**config.mk**
```make
export PLATFORM = sky130hd
export DESIGN_NAME = pipe_hazard_ctrl
export DESIGN_NICKNAME = d
export VERILOG_FILES = /design/src/rtl/pipe_ctrl_pkg.sv /design/src/rtl/pipe_hazard_ctrl_sat_counter.sv /design/src/rtl/pipe_hazard_ctrl.sv
export SDC_FILE = /design/constraint.sdc
export NUM_CORES = 1
export LEC_CHECK = 0
export BUFFER_PORTS_ARGS = -buffer_cell sky130_fd_sc_hd__buf_2
export CELL_PAD_IN_SITES_DETAIL_PLACEMENT = 0
export CELL_PAD_IN_SITES_GLOBAL_PLACEMENT = 1
export CORE_ASPECT_RATIO = 0.7
export CORE_MARGIN = 2
export CORE_UTILIZATION = 41
export DETAILED_ROUTE_END_ITERATION = 12
export MAX_ROUTING_LAYER = met4
export PLACE_DENSITY = 0.87
export SLEW_MARGIN = 15
export SYNTH_ARGS = -nofsm -noshare
export SYNTH_HDL_FRONTEND = slang
export SYNTH_HIERARCHICAL = 1
export SYNTH_SLANG_ARGS = --single-unit
```
**constraint.sdc**
```tcl
create_clock -name clk_i -period 2.5 [get_ports clk_i]
set_input_delay 0.25 -clock clk_i [delete_from_list [all_inputs] [get_ports clk_i]]
set_output_delay 0.25 -clock clk_i [all_outputs]
set_load 0.05 [all_outputs]
```
**src/rtl/pipe_ctrl_pkg.sv**
```systemverilog
// Shared types and constants for the pipeline hazard/sequencing controller.
package pipe_ctrl_pkg;

  // Sequencer states: normal flow, waiting on data memory, timed-out.
  typedef enum logic [1:0] {
    RUN      = 2'd0,
    MEM_WAIT = 2'd1,
    ERR      = 2'd2
  } state_t;

  // Register $zero never creates a true dependency.
  localparam logic [4:0] REG_ZERO  = 5'd0;

  // Default width of the debug event counters.
  localparam int         CNT_W_DEF = 16;

  // Width of the memory wait counter; covers timeouts up to 255.
  localparam int         WAIT_W    = 8;

  // Load in ID/EX writes a register that the instruction in IF/ID reads.
  function automatic logic load_use_hit(input logic       ld_memread,
                                        input logic [4:0] ld_rt,
                                        input logic [4:0] use_rs,
                                        input logic [4:0] use_rt);
    return ld_memread && (ld_rt != REG_ZERO) &&
           ((ld_rt == use_rs) || (ld_rt == use_rt));
  endfunction

endpackage

```
**src/rtl/pipe_hazard_ctrl_sat_counter.sv**
```systemverilog
// Saturating up-counter with asynchronous active-low clear.
module sat_counter #(
  parameter int WIDTH = 16
) (
  input  logic             i_clk,
  input  logic             i_rst_n,
  input  logic             i_inc,
  output logic [WIDTH-1:0] o_cnt
);

  logic [WIDTH-1:0] r_cnt;

  // Count up on each enabled cycle, holding at all-ones.
  always_ff @(posedge i_clk or negedge i_rst_n) begin
    if (!i_rst_n) begin
      r_cnt <= '0;
    end else if (i_inc && (r_cnt != {WIDTH{1'b1}})) begin
      r_cnt <= r_cnt + 1'b1;
    end
  end

  assign o_cnt = r_cnt;

endmodule

```
**src/rtl/pipe_hazard_ctrl.sv**
```systemverilog
// Central sequencer for the 5-stage pipeline: pipeline-register enables and
// flushes, load-use stalls, MEM-stage branch resolution, data-memory freeze.
module pipe_hazard_ctrl
  import pipe_ctrl_pkg::*;
#(
  parameter int CNT_W       = CNT_W_DEF,
  parameter int MEM_TIMEOUT = 15
) (
  input  logic             clk_i,
  input  logic             rst_n,
  input  logic [4:0]       ifid_rs_i,
  input  logic [4:0]       ifid_rt_i,
  input  logic             idex_memread_i,
  input  logic [4:0]       idex_rt_i,
  input  logic             exmem_memread_i,
  input  logic             exmem_memwrite_i,
  input  logic             exmem_branch_i,
  input  logic             exmem_zero_i,
  input  logic             dmem_ready_i,
  output logic             pc_we_o,
  output logic             ifid_we_o,
  output logic             idex_we_o,
  output logic             exmem_we_o,
  output logic             memwb_we_o,
  output logic             ifid_flush_o,
  output logic             idex_flush_o,
  output logic             exmem_flush_o,
  output logic             pc_src_o,
  output logic             dmem_req_o,
  output logic             mem_err_o,
  output logic [CNT_W-1:0] stall_cnt_o,
  output logic [CNT_W-1:0] flush_cnt_o
);

  localparam logic [WAIT_W-1:0] LP_TIMEOUT = WAIT_W'(MEM_TIMEOUT);

  state_t            r_state;
  state_t            w_state_nxt;
  logic [WAIT_W-1:0] r_wait_cnt;
  logic [WAIT_W-1:0] w_wait_nxt;
  logic              r_mem_err;
  logic              w_err_nxt;

  logic w_mem_op;
  logic w_taken;
  logic w_load_use;

  assign w_mem_op   = exmem_memread_i | exmem_memwrite_i;
  assign w_taken    = exmem_branch_i & exmem_zero_i;
  assign w_load_use = load_use_hit(idex_memread_i, idex_rt_i, ifid_rs_i, ifid_rt_i);

  // Decode state and hazards into pipe controls and the next sequencer state.
  always_comb begin
    pc_we_o       = 1'b1;
    ifid_we_o     = 1'b1;
    idex_we_o     = 1'b1;
    exmem_we_o    = 1'b1;
    memwb_we_o    = 1'b1;
    ifid_flush_o  = 1'b0;
    idex_flush_o  = 1'b0;
    exmem_flush_o = 1'b0;
    pc_src_o      = 1'b0;
    dmem_req_o    = 1'b0;
    w_state_nxt   = r_state;
    w_wait_nxt    = r_wait_cnt;
    w_err_nxt     = r_mem_err;

    // While reset is held the pipe free-runs and any memory access is dropped.
    if (rst_n) begin
      case (r_state)
        RUN: begin
          dmem_req_o = w_mem_op;
          if (w_mem_op && !dmem_ready_i) begin
            pc_we_o     = 1'b0;
            ifid_we_o   = 1'b0;
            idex_we_o   = 1'b0;
            exmem_we_o  = 1'b0;
            memwb_we_o  = 1'b0;
            w_state_nxt = MEM_WAIT;
            w_wait_nxt  = WAIT_W'(1);
          end else if (w_taken) begin
            // The squashed load makes any concurrent load-use match irrelevant.
            pc_src_o      = 1'b1;
            ifid_flush_o  = 1'b1;
            idex_flush_o  = 1'b1;
            exmem_flush_o = 1'b1;
          end else if (w_load_use) begin
            // One bubble suffices: next cycle the load sits in EX/MEM.
            pc_we_o      = 1'b0;
            ifid_we_o    = 1'b0;
            idex_flush_o = 1'b1;
          end
        end
        MEM_WAIT: begin
          dmem_req_o = w_mem_op;
          pc_we_o    = 1'b0;
          ifid_we_o  = 1'b0;
          idex_we_o  = 1'b0;
          exmem_we_o = 1'b0;
          memwb_we_o = 1'b0;
          if (dmem_ready_i) begin
            w_state_nxt = RUN;
          end else if (r_wait_cnt == LP_TIMEOUT) begin
            w_state_nxt = ERR;
            w_err_nxt   = 1'b1;
          end else begin
            w_wait_nxt = r_wait_cnt + 1'b1;
          end
        end
        ERR: begin
          pc_we_o    = 1'b0;
          ifid_we_o  = 1'b0;
          idex_we_o  = 1'b0;
          exmem_we_o = 1'b0;
          memwb_we_o = 1'b0;
        end
        default: begin
          pc_we_o     = 1'b0;
          ifid_we_o   = 1'b0;
          idex_we_o   = 1'b0;
          exmem_we_o  = 1'b0;
          memwb_we_o  = 1'b0;
          w_state_nxt = RUN;
        end
      endcase
    end
  end

  // Sequencer state, memory wait counter and sticky timeout flag.
  always_ff @(posedge clk_i or negedge rst_n) begin
    if (!rst_n) begin
      r_state    <= RUN;
      r_wait_cnt <= '0;
      r_mem_err  <= 1'b0;
    end else begin
      r_state    <= w_state_nxt;
      r_wait_cnt <= w_wait_nxt;
      r_mem_err  <= w_err_nxt;
    end
  end

  assign mem_err_o = r_mem_err;

  sat_counter #(.WIDTH(CNT_W)) u_stall_cnt (
    .i_clk   (clk_i),
    .i_rst_n (rst_n),
    .i_inc   (~pc_we_o),
    .o_cnt   (stall_cnt_o)
  );

  sat_counter #(.WIDTH(CNT_W)) u_flush_cnt (
    .i_clk   (clk_i),
    .i_rst_n (rst_n),
    .i_inc   (pc_src_o),
    .o_cnt   (flush_cnt_o)
  );

endmodule

```
# --- After elaboration in Yosys (flattened, before gate mapping) ---
# Index checks and enable logic that the tools add are counted.
word_totals:
  ff_bits: 43
  latch_bits: 0
  mem_bits_rw: 0
  rom_bits: 0
  inputBits: 23
  output_inout_bits: 43
  word_cells: 65
  memories: 0
op_classes:
  n_addsub: 3
  mul: 0
  div: 0
  magnitude_cmp: 0
  eq_ne: 11
  shifts: 0
  mux: 27
  n_bitwise: 5
  n_reduce_logical: 14
op_table:
  columns: ["operator", "n"]
  rows:
  - ["$add A16 B1 Y16 const B", 2]
  - ["$ne A16 B16 Y1 const B", 2]
  - ["$mux W8", 3]
  - ["$mux W1", 19]
  - ["$pmux W8 S2", 1]
  - ["$eq A5 B5 Y1", 2]
  - ["$add A8 B1 Y8 const B", 1]
  - ["$eq A8 B4 Y1 const B", 1]
  - ["$reduce_and A4 Y1", 2]
  - ["$mux W2", 3]
  - ["$ne A2 B2 Y1 const B", 3]
  - ["$pmux W2 S3", 1]
  - ["$logic_and A1 B1 Y1", 5]
  - ["$reduce_and A5 Y1", 1]
  - ["$reduce_bool A5 Y1", 1]
  - ["$ne A3 B3 Y1 const B", 1]
  - ["$not A1 Y1", 3]
  - ["$eq A2 B1 Y1 const B", 1]
  - ["$eq A2 B2 Y1 const B", 1]
  - ["$logic_not A2 Y1", 1]
  - ["$reduce_bool A2 Y1", 1]
  - ["$reduce_or A2 Y1", 1]
  - ["$and A1 B1 Y1", 1]
  - ["$logic_not A1 Y1", 1]
  - ["2 further kinds", 2]

# --- Longest topological paths before layout ---
# Gate-level depths: netlist of the first run.
logic_depth:
  depth_word: 10
  depth_mapped: 8
  ltp_nobuf: 8

# --- Modules after synthesis ---
# Netlist of the first run, hierarchy kept.
modules_own_cells:
  columns: ["module", "n_inst", "cells_each", "area_per_inst_um2", "seq_area_each_um2"]
  rows:
  - ["pipe_hazard_ctrl", 1, 97, 868.3, 275.3]
  - ["sat_counter at u_stall_cnt", 1, 77, 862.1, 400.4]
  - ["sat_counter at u_flush_cnt", 1, 72, 859.6, 400.4]

# --- Worst setup path after synthesis of the first run ---
# No wires, ideal clock.
synth_path:
  path_type: "flip-flop to flip-flop"
  startpoint: "reg r_state[0]"
  endpoint: "reg u_flush_cnt.r_cnt[14], in the netlist u_flush_cnt/o_cnt[14]"
  setup_time_ns: 0.143
  arrival_time_ns: 2.833
  t_required_ns: 2.357
  path_slack_ns: -0.477
  stages_incl_launch_ff: 8
  path_buffers: 1
  period_less_slack_ns: 2.977
  cell_sequence: "dfrtp_1 -> buf_2 -> or4b_1 -> nor2_1 -> nand2_1 -> nor4_4 -> nand4_1 -> xnor2_1"
synth_via:
  elab_chain_cells: 4
synth_rtl:
  columns: ["item", "line_no", "text"]
  rows:
  - ["from (decl)", "pipe_hazard_ctrl.sv:37", "state_t r_state;"]
  - ["from (signal assigned)", "pipe_hazard_ctrl.sv:136", "r_state <= w_state_nxt;"]
  - ["$logic_not A2 Y1", null, null]
  - ["$mux W1 (2 in a row)", null, null]
  - ["net exmem_flush_o", "pipe_hazard_ctrl.sv:27", "output logic exmem_flush_o,"]
  - ["$logic_and A1 B1 Y1", "pipe_hazard_ctrl_sat_counter.sv:17", "end else if (i_inc && (r_cnt != {WIDTH{1'b1}})) begin"]
  - ["to (signal assigned)", "pipe_hazard_ctrl_sat_counter.sv:18", "r_cnt <= r_cnt + 1'b1;"]
  - ["to (decl)", "pipe_hazard_ctrl_sat_counter.sv:11", "logic [WIDTH-1:0] r_cnt;"]
# The timed path passes the listed nets, and every way through them passes these cells.
# A chain may end at the register's enable or synchronous reset.

# --- Final worst setup path of the first run ---
layout_path:
  startpoint: "in rst_n"
  endpoint: "out idex_flush_o"
layout_via:
  elab_chain_cells: 1
layout_rtl:
  columns: ["item", "line_no", "text"]
  rows:
  - ["from (decl)", "pipe_hazard_ctrl.sv:10", "input logic rst_n,"]
  - ["$mux W1", "pipe_hazard_ctrl.sv:69", "if (rst_n) begin"]
  - ["to (decl)", "pipe_hazard_ctrl.sv:26", "output logic idex_flush_o,"]
# Every way passes these cells.

==> summary.txt, run 1 <==
Setup path
  – Worst Path Buf+Inv: 4
  – WP data required: 2.25 ns
  – Top Family by Delay on Critical Path: buffers and inverters
  – Worst Setup SP: rst_n
  – CP max stage delay: between 0.5 and 0.6 ns
  – Cell Chain, Critical Path: dlygate4sd3_1 > buf_2 > or4b_1 > nor2_4 > buf_4 > o21bai_2 > clkbuf_4
  – Setup CP Type: input pin to output port
  – R2r worst-path depth: 6
  – RR Startpoint: r_state[0]
  – CP Launch Type: input pin
  – R2R Setup Slk: about 0.46 ns
  – CP Capture Type: output port
  – CP arrival: 2.20 ns
  – Slowest cell on crit path: or4b_1
  – Instance count on the critical path: 7
  – CP Max Fanout: 6

Power
  – IR drop worst, VDD: 0.000329 V
  – Leakage power: around 0.0015 uW
  – Switching share of power: about two fifths
  – Sequential share of power: about 42%
  – Cell Pwr Density: between 700 and 800 nW/um2
  – Internal power: ~1300 uW
  – Net Sw Power: between 900 and 1000 uW
  – Clk pwr share: 25.5%
  – Gate power share: between 30% and 40%

Logic synthesis
  – Yosys cell types: 63
  – Synth warnings: 6
  – Synth Area in Compound Gates: between 10 and 15%
  – Synth Area in Simple Gates: between 20 and 30%
  – Mapped Cells: around 250
  – Synthesized Nets: 272
  – Cell Area, Synth: ~2600 um2
  – Area contributors post-synth: dfrtp_1, xor2_1, xnor2_1, nand2_1, nand4_1
  – Synth Area in Adders: approximately 1.4%
  – Syn_area_per_cell: between 10 and 15 um2
  – Yosys top cell by area: dfrtp_1
  – Yosys reg bits: between 40 and 50
  – Post-synth EDFFs: 0
  – Xor/xnor cell area share of the yosys netlist: 8.45%
  – Seq/Total Area, Yosys: about two fifths
  – Ys async rst share: between 90% and 100%
  – Post-synthesis mux area share: about 2.9%
  – Largest family of logic cells by synthesized area: simple AND/OR/NAND/NOR gates
  – Most used DFF post-synth: dfrtp_1
  – Synth top area share: 41.5%

Route
  – Drt first pass iters: 4
  – Routed Antenna Nets: 0
  – Final wirelength: ~5.6 mm
  – Per-cell routed wire length: around 14 um
  – Vias per cell: between 5 and 6
  – Via Count: between 2000 and 2500
  – Initial DRC count: between 100 and 150
  – DR DRC count: 0

Global routing
  – Total gr overflow: 0
  – Largest net degree at the start of global routing: between 40 and 50
  – Global-route wire length before repair: 9.88 mm
  – Initial antenna violation count: 0
  – Vias in the first global route: approximately 2100
  – Overall routing resource usage: between 10% and 20%

Timing
  – Fin Setup TNS: 0 ns
  – Layout Skew: between 0.006 and 0.007 ns
  – Slew Viols, Final: 0
  – Final WS setup: between 0.05 and 0.06 ns
  – Worst Tran Pin Value: approximately 0.85 ns
  – Final setup viols: 0
  – Slew headroom: ~43%
  – Crit share post-route: ~98%
  – Final worst path period need: roughly 2.4 ns
  – Hold_ws: 0.302 ns
  – Final Hold Viols: 0
  – RSZ-0062 raised after global routing: false
  – Fmax: 0.409 GHz

CTS
  – Clock transition at path regs: about 0.080 ns
  – Clock Sinks: 43
  – CTS Buf Count: 5
  – H-tree depth: 2
  – CTS Root Cell: clkbuf_8
  – Clock Latency Late Sink: roughly 0.29 ns
  – TritonCTS clock tree: yes
  – Clk buf depth: 2

Final layout
  – Nets: 339
  – Storage cell area: between 1000 and 1500 um2
  – Most common cell after layout, fill and taps aside: buf_2
  – Design area: between 3000 and 4000 um2
  – Most frequent cells in the layout: buf_2, dfrtp_1, nand2_1
  – Share of cells above drive strength 1: between 30% and 40%
  – P&R area growth vs syn: 20.1%
  – Antenna Cells: 0
  – Multi-input gate area: ~1400 um2
  – Filler Cells Inserted: about 600
  – Layout Cells excl Fill: 392

Job
  – Maxcap violations: 0

Floorplanning
  – Die width: 99.0 um
  – Die area: ~7000 um2
  – Number of I/O pins: 66
  – Core Region: approximately 6000 um2
  – Die Ht: approximately 70 um
  – Starting density of the core: 42.1%
  – FP Rows: 24

Place
  – Place WS: roughly 0.14 ns
  – GP Congestion: between 0.7 and 0.8
  – Dpl cells: 383
  – Post-detailed-placement cell area: 2980 um2
  – Dpl hpwl: around 4.2 mm
  – I/O Buffers: 65

Outcome
  – Status: completed

Hold path
  – Worst hold path class: input pin to asynchronous set/reset pin
worst register-to-register path, cell delays in order, from the launching register on:
cell     delay (ns)
dfrtp_1        0.38
or4b_1         0.60
nor2_4         0.18
and3_1         0.28
and4_2         0.28
a31oi_1        0.09
a31oi_1        0.16
final cells by class:
cell class                 count  share of cell area (%)
clock buffer                   6                    2.65
sequential                    43                    34.6
timing repair buffer          71                    12.1
clock inverter                 2                    1.13
multi-input combinational    189                    46.1
tap                           78                    3.14
inverter                       3                   0.362
final timing paths:
path,end
setup / recovery,idex_flush_o
hold / removal,r_wait_cnt[7]
setup reg to reg,u_flush_cnt/o_cnt[7]
hold reg to reg,mem_err_o
max in group asynchronous,u_stall_cnt/o_cnt[7]
min in group clk_i,r_state[1]
kinds of logic (layout without fill, tap and decap cells):
family          after synthesis  after routing
buf+inv                      14             82
fa+ha+maj                     3              3
mux                           7              7
xor+xnor                     25             25
flops                        43             43
simple gates                108            108
compound gates               46             46
cell usage after synthesis, types with 4 or more instances:
cell type and instances:
nand4_2 4, a21oi_1 9, nor2_1 8, dfrtp_1 43, buf_4 5, xnor2_1 12, xor2_1 13, or4_1 6
o211ai_1 6, nand2_1 22, o21a_1 7, and4_1 5, nand3_1 16, and3_1 5, nand4_1 13
routing by layer:
metal,vias to the layer above,part of all wire (%),track usage [%]
li1,1067,-,-
met4,0,0.80,4.26
met5,-,0,-
met3,4,4.7,4.20
met1,1040,51,25.9
met2,41,44,24.3
through the flow:
stage / util (%) / total power [uW]
6_report: 50.5 / 2220
4_1_cts: 50.5 / 2240
3_5_place_dp: 48.4 / 1670
5_1_grt: 50.5 / 2350
3_3_place_gp: 48.4 / 1650
2_1_floorplan: - / 1460
registers in the layout, indices dropped and copies added, names as in the netlist:
| name | count |
|---|---|
| r_state | 2 |
| u_stall_cnt/o_cnt | 16 |
| r_wait_cnt | 8 |
| u_flush_cnt/o_cnt | 16 |
| mem_err_o | 1 |
timing repair:
item,CTS,global route
gates resized for setup,0,1
hold buffers,1,0
endpoints found under the hold margin,1,0
buffers inserted,0,0
setup endpoints to repair,0,1
power groups by stage:
stage	Sequential (uW)	Clock, uW	Combinational, uW
after floorplan	1150	0	307
after global placement	943	0	707
after detailed placement	951	0	719
after CTS	935	581	723
after global routing	960	615	777
final	935	564	717
No activity file was read; power rests on OpenSTA's default activity.
==> run 2, diff against run 1 <==
CORE_ASPECT_RATIO = unset   (was 0.7)
==> run 2 against run 1 <==
Maximum frequency rose by 6.1%. Utilization grew 1.5 points. Sequential cell count is the same. Clock-buffer cell count unchanged. Die area fell by 0.14%. Clock skew barely moved. Worst hold slack better by 0.037 ns. Cell count decreased by 0.26%. Setup slack gained 0.14 ns. Non-clock buffer count rose by 2. Clock power up 13%.
==> summary.txt, run 2 (same netlist as run 1, synthesis figures left out) <==
Timing
  – Crit share post-route: 92.2% (was 97.9%)
  – Fmax: 0.434 GHz (was 0.409 GHz)
  – Fin Setup TNS: 0 ns (unchanged)
  – Layout Skew: 0.00649 ns (was 0.00684 ns)
  – Final setup viols: 0 (unchanged)
  – RSZ-0062 raised after global routing: false (unchanged)
  – Worst Tran Pin Value: 0.734 ns (was 0.854 ns)
  – Hold_ws: 0.339 ns (was 0.302 ns)
  – Slew headroom: 50.6% (was 42.5%)
  – Slew Viols, Final: 0 (unchanged)
  – Final worst path period need: 2.30 ns (was 2.45 ns)
  – Final Hold Viols: 0 (unchanged)

Floorplanning
  – Starting density of the core: 43.0% (was 42.1%)
  – Die area: 6970 um2 (was 6980 um2)
  – Die width: 83.5 um (was 99.0 um)
  – Core Region: 6030 um2 (was 6160 um2)
  – Number of I/O pins: 66 (unchanged)
  – Die Ht: 83.5 um (was 70.5 um)
  – FP Rows: 28 (was 24)

Final layout
  – Most frequent cells in the layout: buf_2, dfrtp_1, nand2_1 (unchanged)
  – P&R area growth vs syn: 21.1% (was 20.1%)
  – Nets: 341 (was 339)
  – Design area: 3140 um2 (was 3110 um2)
  – Most common cell after layout, fill and taps aside: buf_2 (unchanged)
  – Post-layout util: 52.0% (was 50.5%)
  – Share of cells above drive strength 1: 34.5% (was 34.4%)
  – Antenna Cells: 0 (unchanged)
  – Layout Cells excl Fill: 391 (was 392)
  – Filler Cells Inserted: 581 (was 588)

Route
  – Drt first pass iters: 4 (unchanged)
  – Final wirelength: 5.74 mm (was 5.63 mm)
  – DR DRC count: 0 (unchanged)
  – Vias per cell: 5.61 (was 5.49)
  – Routed Antenna Nets: 0 (unchanged)
  – Per-cell routed wire length: 14.7 um (was 14.4 um)
  – Via Count: 2192 (was 2152)
  – Initial DRC count: 64 (was 103)

CTS
  – Post-CTS Repair Setup Buffers: 0 (unchanged)
  – Clk buf depth: 2 (unchanged)
  – Cts hold-fix bufs: 1 (unchanged)
  – Post-CTS sizing: 0 (unchanged)
  – Clock transition at path regs: 0.07 ns (was 0.08 ns)
  – CTS Root Cell: clkbuf_8 (unchanged)
  – Clock Sinks: 43 (unchanged)
  – TritonCTS clock tree: yes (unchanged)
  – CTS Buf Count: 5 (unchanged)
  – H-tree depth: 2 (unchanged)
  – Clock Latency Late Sink: 0.30 ns (was 0.29 ns)

Setup path
  – Slowest cell on crit path: dlygate4sd3_1 (was or4b_1)
  – Worst Path Buf+Inv: 3 (was 4)
  – Most frequent cell on the critical path: buf_2
  – CP Capture Type: output port (unchanged)
  – CP max stage delay: 0.52 ns (was 0.54 ns)
  – CP arrival: 2.05 ns (was 2.20 ns)
  – CP Launch Type: input pin (unchanged)
  – Top Family by Delay on Critical Path: buffers and inverters (unchanged)
  – CP Max Fanout: 9 (was 6)
  – Setup CP Type: input pin to output port (unchanged)
  – R2R Setup Slk: 0.37 ns (was 0.46 ns)
  – WP data required: 2.25 ns (about the same)
  – Cell Chain, Critical Path: dlygate4sd3_1 > buf_2 > or4b_1 > nor2_4 > o21bai_2 > buf_2 (was dlygate4sd3_1 > buf_2 > or4b_1 > nor2_4 > buf_4 > o21bai_2 > clkbuf_4)

Global routing
  – Overall routing resource usage: 17.9% (was 17.6%)
  – Total gr overflow: 0 (unchanged)
  – Initial antenna violation count: 0 (unchanged)
  – Vias in the first global route: 2062 (was 2061)
  – Global-route wire length before repair: 10.0 mm (was 9.88 mm)
  – Largest net degree at the start of global routing: 43 (was 46)

Power
  – Leakage power: 0.00152 uW (was 0.00151 uW)
  – IR drop worst, VDD: 0.000619 V (was 0.000329 V)
  – Cell Pwr Density: 727 nW/um2 (was 712 nW/um2)

Hold path
  – Worst hold path class: input pin to flip-flop (was input pin to asynchronous set/reset pin)

Place
  – Dpl cells: 382 (was 383)
  – I/O Buffers: 65 (unchanged)
  – Dpl hpwl: 4.15 mm (was 4.24 mm)
  – GP Congestion: 0.814 (was 0.794)
  – Post-detailed-placement cell area: 2990 um2 (was 2980 um2)

Outcome
  – Status: completed (unchanged)

Job
  – Maxcap violations: 0 (unchanged)
-- run 2: cell types whose count changed in the layout (fill, tap and decap cells not counted), sizes merged --
cell / delta
clkbuf: -1
buf: +3
clkinv: -1
bufinv: +1
-- run 2: worst reg2reg max path, delay by kind of cell (launching register included) --
kind            cells  cell delay, ns
flops               1            0.38
simple gates        4            1.41
compound gates      2            0.26
-- run 2: path summary, 6_finish.rpt --
check | startpoint | endpoint | cells after the start
hold reg to reg | mem_err_o | mem_err_o | 1
min in group asynchronous | rst_n | r_wait_cnt[7] | 3
setup reg to reg | r_state[0] | u_flush_cnt/o_cnt[7] | 6
hold / removal | dmem_ready_i | r_state[1] | 3
max in group asynchronous | rst_n | r_wait_cnt[4] | 4
setup / recovery | rst_n | idex_flush_o | 6
-- run 2: cell type report --
cell class | count | area [um2] | share of cell area, %
clock buffers | 6 | 72.6 | 2.31
clock inverters | 2 | 60.1 | 1.92
inverters | 3 | 11.3 | 0.359
multi-input cells | 189 | 1430 | 45.7
flip-flops and latches | 43 | 1080 | 34.3
well taps | 75 | 93.8 | 2.99
repair buffers | 73 | 388 | 12.4
-- run 2: metal layers --
| layer | vias up | global-route usage (%) | part of all wire (%) |
|---|---|---|---|
| li1 | 1065 | - | - |
| met1 | 1052 | 23.4 | 47 |
| met2 | 64 | 28.1 | 46 |
| met3 | 11 | 3.56 | 5.3 |
| met4 | 0 | 5.87 | 1.3 |
| met5 | - | - | 0 |
-- run 2: power by group --
group / internal [uW] / switching [uW] / leakage, uW
logic: 204 / 508 / 0.000882
clock network: 399 / 239 / 0.0000654
registers: 785 / 145 / 0.000578
total: 1390 / 892 / 0.00152
-- run 2: metrics by stage --
step | setup WS, ns | total power, uW
floorplan | 0.171 | 1460
global placement | 0.124 | 1650
detailed placement | 0.0836 | 1660
CTS | 0.185 | 2310
global route | 0.0302 | 2410
finish | 0.195 | 2280
==> run 3, diff against run 2 <==
BUFFER_PORTS_ARGS = unset   (was -buffer_cell sky130_fd_sc_hd__buf_2)
CORE_UTILIZATION = 47   (was 41)
DONT_BUFFER_PORTS = 1   (was unset)
PLACE_DENSITY = 0.85   (was 0.87)
SYNTH_HIERARCHICAL = unset   (was 1)
==> run 3 against run 2 <==
Critical path type is now flip-flop to output port. Maximum frequency up 6.8%. Sequential power shrank 6.6%. Setup slack improved by 0.15 ns. Clock power down 33%. Critical path depth fell by 2. Synthesized area shrank 11%. Utilization up 6.4 points. Cell area is 12% lower. Largest cell class unchanged. Non-clock buffer count decreased by 35. Clock skew is 0.0013 ns lower. Sequential share of layout area up 4.6 points. Combinational power rose by 16%.
==> summary.txt, run 3 <==
Outcome
  – Status: completed (unchanged)

Timing
  – RSZ-0062 raised after global routing: false (unchanged)
  – Layout Skew: 0.00519 ns (was 0.00649 ns)
  – Hold_ws: 0.142 ns (was 0.339 ns)
  – Final setup viols: 0 (unchanged)
  – Final worst path period need: 2.16 ns (was 2.30 ns)
  – Worst Tran Pin Value: 0.699 ns (was 0.734 ns)
  – Fmax: 0.464 GHz (was 0.434 GHz)
  – Fin Setup TNS: 0 ns (unchanged)
  – Crit share post-route: 86.3% (was 92.2%)
  – Final WS setup: 0.343 ns (was 0.195 ns)
  – Slew headroom: 53.0% (was 50.6%)
  – Final Hold Viols: 0 (unchanged)
  – Slew Viols, Final: 0 (unchanged)

Power
  – Cell Pwr Density: 769 nW/um2 (was 727 nW/um2)
  – Leakage power: 0.00127 uW (was 0.00152 uW)
  – Final Power: 2120 uW (was 2280 uW)
  – IR drop worst, VDD: 0.000305 V (was 0.000619 V)

Floorplanning
  – Die area: 5460 um2 (was 6970 um2)
  – Die Ht: 73.9 um (was 83.5 um)
  – Core Region: 4720 um2 (was 6030 um2)
  – Starting density of the core: 48.6% (was 43.0%)
  – FP Rows: 25 (was 28)
  – Number of I/O pins: 66 (unchanged)
  – Die width: 73.9 um (was 83.5 um)

Route
  – Drt first pass iters: 5 (was 4)
  – Final wirelength: 4.91 mm (was 5.74 mm)
  – Via Count: 1776 (was 2192)
  – Initial DRC count: 53 (was 64)
  – Vias per cell: 5.40 (was 5.61)
  – Routed Antenna Nets: 0 (unchanged)
  – DR DRC count: 0 (unchanged)
  – Per-cell routed wire length: 14.9 um (was 14.7 um)

Logic synthesis
  – Synth warnings: 0 (was 6)
  – Mapped Cells: 224 (was 246)
  – Count leader, synth: dfrtp_1 (unchanged)
  – Seq/Total Area, Yosys: 46.9% (was 41.5%)
  – Syn_area_per_cell: 10.2 um2 (was 10.5 um2)
  – Yosys cell types: 41 (was 63)
  – Area contributors post-synth: dfrtp_1, xnor2_1, xor2_1, nand4_1, nand3_1 (was dfrtp_1, xor2_1, xnor2_1, nand2_1, nand4_1)
  – Synthesized Nets: 250 (was 272)
  – Cell Area, Synth: 2300 um2 (was 2590 um2)
  – Top cells by count, synth: dfrtp_1, xnor2_1, xor2_1, nor2_1, nand4_1 (was dfrtp_1, nand2_1, nand3_1, nand4_1, xor2_1)
  – Ys async rst share: 100% (unchanged)
  – Yosys top cell by area: dfrtp_1 (unchanged)
  – Post-synth EDFFs: 0 (unchanged)
  – Most used DFF post-synth: dfrtp_1 (unchanged)
  – Synth top area share: 46.9% (was 41.5%)
  – Yosys reg bits: 43 (unchanged)

Final layout
  – Antenna Cells: 0 (unchanged)
  – P&R area growth vs syn: 20.3% (was 21.1%)
  – Design area: 2760 um2 (was 3140 um2)
  – Most common cell after layout, fill and taps aside: dfrtp_1 (was buf_2)
  – Most frequent cells in the layout: dfrtp_1, buf_4, xnor2_1 (was buf_2, dfrtp_1, nand2_1)
  – Nets: 287 (was 341)
  – Share of cells above drive strength 1: 21.4% (was 34.5%)
  – Filler Cells Inserted: 413 (was 581)

CTS
  – CTS Buf Count: 5 (unchanged)
  – Clock Sinks: 43 (unchanged)
  – H-tree depth: 2 (unchanged)
  – CTS Root Cell: clkbuf_8 (unchanged)
  – TritonCTS clock tree: yes (unchanged)
  – Clock transition at path regs: 0.08 ns (was 0.07 ns)
  – Clk buf depth: 2 (unchanged)
  – Clock Latency Late Sink: 0.29 ns (was 0.30 ns)

Global routing
  – Total gr overflow: 0 (unchanged)
  – Largest net degree at the start of global routing: 44 (was 43)
  – Initial antenna violation count: 0 (unchanged)
  – Global-route wire length before repair: 7.89 mm (was 10.0 mm)
  – Overall routing resource usage: 19.5% (was 17.9%)
  – Vias in the first global route: 1729 (was 2062)

Hold path
  – Worst hold path class: input pin to flip-flop (unchanged)

Setup path
  – Worst r2r dst: u_flush_cnt.o_cnt[11] (was u_flush_cnt/o_cnt[7])
  – CP arrival: 1.91 ns (was 2.05 ns)
  – CP Capture Type: output port (unchanged)
  – R2R Setup Slk: 0.48 ns (was 0.37 ns)
  – Setup CP Type: flip-flop to output port (was input pin to output port)
  – WP data required: 2.25 ns (about the same)
  – Crit path to: exmem_flush_o (was idex_flush_o)
  – RR Startpoint: r_state[0] (unchanged)
  – Worst Setup SP: r_state[0] (was rst_n)
  – CP Max Fanout: 7 (was 9)
  – R2r worst-path depth: 6 (unchanged)
  – CP Launch Type: flip-flop (was input pin)

Place
  – Post-detailed-placement cell area: 2650 um2 (was 2990 um2)
  – I/O Buffers: 0 (was 65)
  – Place WS: 0.489 ns (was 0.0836 ns)
  – GP Congestion: 0.876 (was 0.814)
  – Dpl hpwl: 3.73 mm (was 4.15 mm)

Job
  – Maxcap violations: 0 (unchanged)
[run 3: layout make-up]
cell class | count | area, um2 | area share, %
clock buffers | 6 | 72.6 | 2.63
clock inverters | 2 | 12.5 | 0.453
inverters | 4 | 15.0 | 0.544
multi-input cells | 169 | 1170 | 42.3
flip-flops and latches | 43 | 1080 | 39.0
well taps | 67 | 83.8 | 3.04
repair buffers | 38 | 333 | 12.1
[run 3: cells by family after synthesis]
group	Yosys count	synth area share, %
adder cells (fa/ha/maj)	3	1.64
AO/OA/AOI/OAI	16	6.48
flip-flops	43	46.9
multiplexers	2	1.14
buffers and inverters	12	2.83
AND/OR/NAND/NOR	103	23.9
XOR/XNOR	45	17.2
[run 3: worst min path at each step]
stage,end,slack (ns),depth (start not counted),from
after floorplan,mem_err_o,-0.05,0,rst_n
after global placement,u_flush_cnt.o_cnt[4],-0.04,0,rst_n
after detailed placement,u_flush_cnt.o_cnt[2],-0.04,0,rst_n
after CTS,r_state[1],0.13,2,rst_n
after global routing,r_state[1],0.14,2,rst_n
final,r_state[1],0.14,2,rst_n
[run 3: through the flow]
stage               std cells  util [%]
detailed placement        319      56.0
CTS                       329      58.5
finish                    329      58.5
global route              329      58.5
global placement          319      56.0
floorplan                 224         -
[run 3: timing repair]
item | 4_1_cts | 5_1_grt
hold endpoints to repair | 43 | 0
hold buffers | 2 | 0
setup buffers | 0 | 0
resized for setup | 0 | 0
[run 3: worst max-delay path: stages (launching register included)]
cell     delay [ns]
dfrtp_1        0.47
nor2_1         0.16
or4b_4         0.52
inv_1          0.09
buf_4          0.38
[run 3: power by group]
group          switching [uW]  total (uW)  internal [uW]
Combinational             563         825            262
Clock                     234         430            195
Sequential               79.7         869            789
Total                     877        2120           1250
[run 3: layer usage]
| layer | global-route usage, % | vias to the layer above | routed length, um |
|---|---|---|---|
| met5 | - | - | 0 |
| met4 | 6.46 | 0 | 60 |
| met3 | 5.90 | 6 | 361 |
| met2 | 29.9 | 67 | 2370 |
| met1 | 24.7 | 851 | 2120 |
| li1 | - | 852 | - |
